## src/rtl/jtframe_ioctl_prog.sv

```systemverilog
// ============================================================================
// Module      : jtframe_ioctl_prog
// Description : Turns the ioctl ROM-loader byte stream into SDRAM programming
//               writes, with bank mapping, a small FIFO and busy/overflow flags.
// Revision    : 1.0 - initial release
// ============================================================================
`default_nettype none

module jtframe_ioctl_prog #(
    parameter int          SDRAMW    = 23,
    parameter logic [24:0] BA1_START = 25'h0,
    parameter logic [24:0] BA2_START = 25'h0,
    parameter logic [24:0] BA3_START = 25'h0,
    parameter logic        SWAB      = 1'b0,
    parameter int          FIFOAW    = 2
) (
    input  logic              clk,
    input  logic              rst,
    input  logic              downloading,
    input  logic [24:0]       ioctl_addr,
    input  logic [7:0]        ioctl_dout,
    input  logic              ioctl_wr,
    output logic [SDRAMW-1:0] prog_addr,
    output logic [15:0]       prog_data,
    output logic [1:0]        prog_mask,
    output logic [1:0]        prog_ba,
    output logic              prog_we,
    input  logic              prog_rdy,
    output logic              dwnld_busy,
    output logic              overflow
);

    localparam int c_DEPTH = 1 << FIFOAW;
    // Entry layout: {ba[1:0], word address, byte, lane}
    localparam int c_EW    = 2 + SDRAMW + 8 + 1;

    localparam logic [FIFOAW:0]   c_FULL_CNT = {1'b1, {FIFOAW{1'b0}}};
    localparam logic [FIFOAW:0]   c_CNT_ONE  = {{FIFOAW{1'b0}}, 1'b1};
    localparam logic [FIFOAW-1:0] c_PTR_ONE  = {{(FIFOAW-1){1'b0}}, 1'b1};

    localparam logic [1:0] c_ST_IDLE = 2'd0;
    localparam logic [1:0] c_ST_WAIT = 2'd1;
    localparam logic [1:0] c_ST_GAP  = 2'd2;

    // ------------------------------------------------------------------
    // Bank mapping of the incoming byte address
    // ------------------------------------------------------------------
    logic [1:0]        w_ba;
    logic [24:0]       w_off;
    logic [SDRAMW-1:0] w_word;
    logic              w_lane;
    logic [c_EW-1:0]   w_entry;

    always_comb begin
        w_ba  = 2'd0;
        w_off = ioctl_addr;
        if (BA3_START != 25'd0 && ioctl_addr >= BA3_START) begin
            w_ba  = 2'd3;
            w_off = ioctl_addr - BA3_START;
        end else if (BA2_START != 25'd0 && ioctl_addr >= BA2_START) begin
            w_ba  = 2'd2;
            w_off = ioctl_addr - BA2_START;
        end else if (BA1_START != 25'd0 && ioctl_addr >= BA1_START) begin
            w_ba  = 2'd1;
            w_off = ioctl_addr - BA1_START;
        end
    end

    // Offset bits above the word address are dropped, wrapping within the bank
    assign w_word  = SDRAMW'(w_off >> 1);
    assign w_lane  = w_off[0] ^ SWAB;
    assign w_entry = {w_ba, w_word, ioctl_dout, w_lane};

    // ------------------------------------------------------------------
    // Input staging register (one cycle between strobe and FIFO push)
    // ------------------------------------------------------------------
    logic            r_in_valid;
    logic [c_EW-1:0] r_in_entry;

    always_ff @(posedge clk) begin
        if (rst) begin
            r_in_valid <= 1'b0;
        end else begin
            r_in_valid <= ioctl_wr;
        end
    end

    always_ff @(posedge clk) begin
        if (ioctl_wr) begin
            r_in_entry <= w_entry;
        end
    end

    // ------------------------------------------------------------------
    // FIFO
    // ------------------------------------------------------------------
    logic [c_EW-1:0]   r_mem [c_DEPTH];
    logic [FIFOAW-1:0] r_wr_ptr;
    logic [FIFOAW-1:0] r_rd_ptr;
    logic [FIFOAW:0]   r_count;
    logic [1:0]        r_state;

    logic w_full;
    logic w_empty;
    logic w_pop;
    logic w_push;
    logic w_drop;

    assign w_full  = (r_count == c_FULL_CNT);
    assign w_empty = (r_count == '0);
    assign w_pop   = (r_state == c_ST_IDLE) && !w_empty;
    // A full FIFO still accepts a byte when the head leaves in the same cycle
    assign w_push  = r_in_valid && (!w_full || w_pop);
    assign w_drop  = r_in_valid && w_full && !w_pop;

    always_ff @(posedge clk) begin
        if (w_push) begin
            r_mem[r_wr_ptr] <= r_in_entry;
        end
    end

    always_ff @(posedge clk) begin
        if (rst) begin
            r_wr_ptr <= '0;
            r_rd_ptr <= '0;
            r_count  <= '0;
        end else begin
            if (w_push) begin
                r_wr_ptr <= r_wr_ptr + c_PTR_ONE;
            end
            if (w_pop) begin
                r_rd_ptr <= r_rd_ptr + c_PTR_ONE;
            end
            case ({w_push, w_pop})
                2'b10:   r_count <= r_count + c_CNT_ONE;
                2'b01:   r_count <= r_count - c_CNT_ONE;
                default: r_count <= r_count;
            endcase
        end
    end

    logic [c_EW-1:0]   w_head;
    logic [1:0]        w_head_ba;
    logic [SDRAMW-1:0] w_head_addr;
    logic [7:0]        w_head_byte;
    logic              w_head_lane;

    assign w_head      = r_mem[r_rd_ptr];
    assign w_head_ba   = w_head[c_EW-1 -: 2];
    assign w_head_addr = w_head[SDRAMW+8 -: SDRAMW];
    assign w_head_byte = w_head[8:1];
    assign w_head_lane = w_head[0];

    // ------------------------------------------------------------------
    // Write handshake FSM
    // ------------------------------------------------------------------
    always_ff @(posedge clk) begin
        if (rst) begin
            r_state   <= c_ST_IDLE;
            prog_we   <= 1'b0;
            prog_addr <= '0;
            prog_data <= 16'h0000;
            prog_mask <= 2'b11;
            prog_ba   <= 2'd0;
        end else begin
            case (r_state)
                c_ST_IDLE: begin
                    if (w_pop) begin
                        prog_addr <= w_head_addr;
                        prog_data <= {w_head_byte, w_head_byte};
                        prog_mask <= w_head_lane ? 2'b01 : 2'b10;
                        prog_ba   <= w_head_ba;
                        prog_we   <= 1'b1;
                        r_state   <= c_ST_WAIT;
                    end
                end
                c_ST_WAIT: begin
                    if (prog_rdy) begin
                        prog_we <= 1'b0;
                        r_state <= c_ST_GAP;
                    end
                end
                c_ST_GAP: begin
                    r_state <= c_ST_IDLE;
                end
                default: begin
                    prog_we <= 1'b0;
                    r_state <= c_ST_IDLE;
                end
            endcase
        end
    end

    // ------------------------------------------------------------------
    // Status flags
    // ------------------------------------------------------------------
    logic r_dl_prev;

    always_ff @(posedge clk) begin
        if (rst) begin
            r_dl_prev  <= 1'b0;
            overflow   <= 1'b0;
            dwnld_busy <= 1'b0;
        end else begin
            r_dl_prev  <= downloading;
            dwnld_busy <= downloading | r_in_valid | !w_empty | (r_state != c_ST_IDLE);
            // A drop in the same cycle as a new download start is still reported
            if (w_drop) begin
                overflow <= 1'b1;
            end else if (downloading && !r_dl_prev) begin
                overflow <= 1'b0;
            end
        end
    end

endmodule

`default_nettype wire

```

## config.mk

```make
export PLATFORM = sky130hd
export DESIGN_NAME = jtframe_ioctl_prog
export DESIGN_NICKNAME = d
export VERILOG_FILES = /design/src/rtl/jtframe_ioctl_prog.sv
export SDC_FILE = /design/constraint.sdc
export NUM_CORES = 1
export LEC_CHECK = 0
export CAP_MARGIN = 0
export CORE_UTILIZATION = 49
export DETAILED_ROUTE_END_ITERATION = 8
export PLACE_DENSITY = 0.71
export SYNTH_ARGS = -nofsm -noshare
export SYNTH_HDL_FRONTEND = slang
export SYNTH_SLANG_ARGS = --single-unit
export TNS_END_PERCENT = 5
```

## constraint.sdc

```tcl
create_clock -name clk -period 3.5 [get_ports clk]
set_input_delay 0.875 -clock clk [delete_from_list [all_inputs] [get_ports clk]]
set_output_delay 0.875 -clock clk [all_outputs]
set_load 0.1 [all_outputs]
```

---- Word-level counts from Yosys, hierarchy flattened ----
Memories as Yosys holds them, arrays and structs flattened. A register that Yosys moved wholly into a read port is not among the register bits.
Index checks and enable logic that the tools add are counted.
word-level totals
  register bits after elaboration ......... 89
  bits in writable memories ............... 128
  logic and storage cells ................. 62
  memories ................................ 1
memory list
  name   depth  width  read ports  clocked after Yosys merged registers in  wr ports  RTL line  source
  r_mem  4      32     1           1                                        1         97        logic [c_EW-1:0] r_mem [c_DEPTH];
cells by class
  add/subtract/negate cells ............... 4
  equality and inequality tests ........... 7
  muxes and demuxes ....................... 14
  bitwise logic cells ..................... 4
  reductions and logical operators ........ 18
operator list
  kind                 count
  $mux 2               5
  $mux 1               6
  $pmux 3 s2           1
  $reduce_bool 2->1    3
  $logic_and 1x1->1    5
  $add 2x1->2 const B  2
  $eq 2x1->1 const B   2
  $eq 2x2->1 const B   2
  $logic_not 1->1      4
  $ne 2x2->1 const B   2
  $pmux 2 s2           1
  $reduce_and 2->1     2
  $add 3x1->3 const B  1
  $eq 3x3->1 const B   1
  $logic_not 3->1      1
  $or 1x1->1           3
  $pmux 1 s3           1
  $reduce_and 3->1     1
  $sub 3x1->3 const B  1
  $logic_not 2->1      1
  $logic_or 1x1->1     1
  $not 1->1            1

---- Longest topological paths before layout ----
  depth after elaboration ................. 7
  mapped depth ............................ 10
  gate-level depth less buffers ........... 9

---- Least setup slack after synthesis ----
No wires, ideal clock.
  kind .................................... flip-flop to output port
  start point ............................. register prog_data[10]
  end point ............................... output prog_data[10]
  data arrival time ....................... 1.374 ns
  data required time ...................... 2.625 ns
  setup slack ............................. 1.251 ns
  stages on the path, launching flop included .. 2
  path through ............................ dfxtp_1 > buf_4
RTL lines
  element                 RTL line  source
  from (decl)             24        output logic [15:0] prog_data,
  from (signal assigned)  170       prog_data <= {w_head_byte, w_head_byte};
No word-level cell between the ends.

---- Worst setup path after layout ----
  start point ............................. register r_state[0]
  end point ............................... register r_count[2]
on the way
  word-level cells in the longest chain between the ends .. 6
  elaborated cells between the ends (all ways) .. 8
  those cells by class .................... 2 x eq/ne; 1 x mux; 5 x reduce/logical
RTL lines
  element                                                 RTL line  source
  from (decl)                                             101       logic [1:0] r_state;
  from (signal assigned)                                  159       r_state <= c_ST_IDLE;
  from (signal assigned)                                  174       r_state <= c_ST_WAIT;
  from (signal assigned)                                  180       r_state <= c_ST_GAP;
  $logic_not 2->1 *                                       111       assign w_pop = (r_state == c_ST_IDLE) && !w_empty;
  $logic_and 1x1->1 *                                     111
  $logic_or 1x1->1                                        113       assign w_push = r_in_valid && (!w_full || w_pop);
  $logic_and 1x1->1                                       113
  $eq 2x1->1 / $eq 2x2->1 (equally long branches)         134       case ({w_push, w_pop})
  $pmux 3 s2 / $reduce_bool 2->1 (equally long branches)  n/a
  to (signal assigned)                                    135       2'b10: r_count <= r_count + c_CNT_ONE;
  to (signal assigned)                                    136       2'b01: r_count <= r_count - c_CNT_ONE;
  to (signal assigned)                                    137       default: r_count <= r_count;
  to (decl)                                               100       logic [FIFOAW:0] r_count;
Every way passes the cells marked *; elsewhere a longest branch is shown, timed or not.
A chain may end at the register's enable or synchronous reset.

==> flow_summary.ini <==
[synthesis]
synthFlopType = edfxtp_1
synth_top_area_share_pct = 64.2
synthDistinctLibCells = 42
synthSimpleGateAreaFrac_pct = 2.37
synth.avg_cell_area_um2 = 20.3
synth_most_common_cell = edfxtp_1
yosysSeqAreaShare_pct = 77.3
synth_mux_area_share_pct = 9.91
synth_area_um2 = 7490
synth_top_family_by_area = multiplexers
synth_compound_area_share_pct = 5.95
yosys.area_share.adder_pct = 1.10
netlist_top_cells_area = edfxtp_1, dfxtp_1, mux4_2
synthesis.instances = 368
synth_xor_area_share_pct = 0.234
yosysTopAreaCell = edfxtp_1
synthTopCellsByCount = edfxtp_1, dfxtp_1, mux4_2, a22o_2, inv_1
synth_seq_cells = 209
synth_edf_count = 160
async_flop_share_pct = 0
ys_warn_count = 0

[final_layout]
instances_no_fill = 648
fillCellCount = 1013
final_nets = 494
layout-drive-gt1-share_pct = 33.8
antenna_cells = 0
syn_to_final_growth_pct = 20.5

[run_status]
status = finished with violations
violations = DRC

[worst_setup_path]
crit_fanout = 8
crit_path_start = r_state[0]$_SDFFE_PP0P_
crit_path_end_kind = register
r2r_cells = 9
r2r_setup_slack_ns = 0.91
cp-start-kind = register
criticalPathCategory = register to register
r2r_start = r_state[0]$_SDFFE_PP0P_
cp_data_arrival_time_ns = 3.00
r2r-end = r_count[2]$_SDFFE_PP0P_
crit_required_ns = 3.91

[drt]
drtPass1Iterations = 6
drc = 7
wl_met3_um = 527
route.top_layer_used = met4
vias = 3521
wl_mm = 12.5
wl_met1_mm = 5.19
dr_wl_met2_mm = 6.60
drt-initial-drc-count = 260
drt.antenna.violating_nets = 0
wl_per_cell_um = 19.3
avgViaCountPerCell = 5.43

[clock_tree]
cts_setup_buffers = 0
cts_tree = yes
cts_htree_levels = 1
clock_latency_ns = 0.48
ctsHoldBuffers = 0
cts_root_buf = clkbuf_16
cts.path.max_buffers = 3
cts_resized = 0
cts_sinks = 209
clk_transition_reported_paths_ns = 0.06
cts_buffers = 21

[sta]
clock_skew_ns = 0.0125
max_freq_mhz = 386
rsz0062_at_grt = no
timing.final.hold_violations = 0
hold_slack_ns = 0.475
finalCritPeriodShare_pct = 74.1
setup_viol = 0
slew_viol_final = 0
tightest_slew_ns = 0.912
fin_ws_ns = 0.907
relSlewSlack_pct = 39.2
fin_crit_ns = 2.59
setup_tns_ns = 0

[placement]
dp_cells = 611
place.gp.congestion = 0.714
dp_hpwl_mm = 6.93
io_buffers = 80
post-place-ws_ns = 0.900

[power]
leakagePower_nw = 3.14
peakVddDrop_mv = 0.575
power_mw = 8.45
powerDensity_nw_per_um2 = 937

[die]
die_y_um = 126
rows = 44
start_util_pct = 50.9
core_um2 = 14700
die_area_um2 = 15800
io_pins = 84
die_w_um = 126

[global_route]
first_global_vias = 3697
antenna_found_initial = 0
grt_first_pass_wirelength_mm = 19.7
track_usage_pct = 16.5
grt_overflow = 0
grt_max_degree = 34

[min_path]
hp-class = register to register
hold_depth = 2
whs_endpoint = prog_mask[0]$_SDFFE_PP1P_
worstHoldStart = prog_mask[0]$_SDFFE_PP1P_

[run]
cap_violations = 0
## layout make-up
| class | instances | area, um^2 | share of cell area (%) |
|---|---|---|---|
| Clock inverter | 11 | 179 | 1.98 |
| Tap cell | 184 | 230 | 2.55 |
| Timing Repair Buffer | 84 | 728 | 8.07 |
| Inverter | 12 | 45.0 | 0.499 |
| Multi-Input combinational cell | 122 | 1480 | 16.5 |
| Clock buffer | 26 | 564 | 6.26 |
| Sequential cell | 209 | 5790 | 64.2 |
## flip-flops by register name, indices dropped and copies added (netlist names), named ones only
| register | flops |
|---|---|
| dwnld_busy | 1 |
| overflow | 1 |
| prog_addr | 23 |
| prog_data | 8 |
| prog_mask | 2 |
| prog_we | 1 |
| r_count | 3 |
| r_dl_prev | 1 |
| r_in_entry | 32 |
| r_in_valid | 1 |
| r_mem | 128 |
| r_rd_ptr | 2 |
| r_state | 2 |
| r_wr_ptr | 2 |
## cell usage in the layout (no fill, tap or decap), types with 4 or more instances in the layout
| master | Yosys | layout |
|---|---|---|
| nor2_1 | 10 | 10 |
| and2_2 | 0 | 4 |
| mux4_2 | 32 | 32 |
| clkinv_2 | 0 | 5 |
| buf_4 | 10 | 47 |
| ha_1 | 5 | 5 |
| bufinv_16 | 0 | 5 |
| clkdlybuf4s50_1 | 0 | 35 |
| clkbuf_16 | 0 | 21 |
| edfxtp_1 | 160 | 160 |
| dfxtp_1 | 49 | 47 |
| inv_1 | 12 | 12 |
| a21oi_1 | 6 | 6 |
| a22o_2 | 28 | 28 |
## per-layer routing
| layer | up-vias | GRT usage (%) |
|---|---|---|
| li1 | 1618 | - |
| met1 | 1807 | 20.8 |
| met2 | 77 | 28.8 |
| met3 | 19 | 3.29 |
| met4 | 0 | 4.88 |
| met5 | - | 0 |
## per-stage QoR
stage / utilization [%] / cell area [um^2]
floorplan: - / 7490
global placement: 56.3 / 8280
detailed placement: 56.3 / 8280
CTS: 61.4 / 9020
global route: 61.4 / 9020
finish: 61.4 / 9020
## how the worst max path moves through the flow
stage | end | depth (start not counted)
6_report | r_count[2]$_SDFFE_PP0P_ | 9
3_5_place_dp | r_count[2]$_SDFFE_PP0P_ | 9
4_1_cts | r_count[2]$_SDFFE_PP0P_ | 9
3_3_place_gp | prog_addr[11]$_SDFFE_PP0P_ | 4
5_1_grt | r_count[2]$_SDFFE_PP0P_ | 9
2_1_floorplan | prog_data[10] | 1
## cell families after synthesis
logic type | Yosys count
adder cells (fa/ha/maj) | 6
AO/OA/AOI/OAI | 49
other | 1
buffers and inverters | 38
XOR/XNOR | 2
flip-flops | 209
multiplexers | 34
AND/OR/NAND/NOR | 29
## worst max-delay path, stage by stage, from the launching register on
cell and delay [ns]:
dfxtp_1 0.38, or2_0 0.51, a31oi_4 0.21, inv_1 0.09, ha_1 0.18, inv_1 0.06, fa_1 0.37, xor2_1 0.16
or3_2 0.40, a21oi_1 0.15
## power by group
part | switching [mW] | internal [mW] | leakage, nW
combinational | 2.06 | 0.757 | 0.893
sequential | 0.275 | 2.98 | 1.88
clock | 0.869 | 1.51 | 0.368
Note: power is estimated with default switching activity, not from simulation.
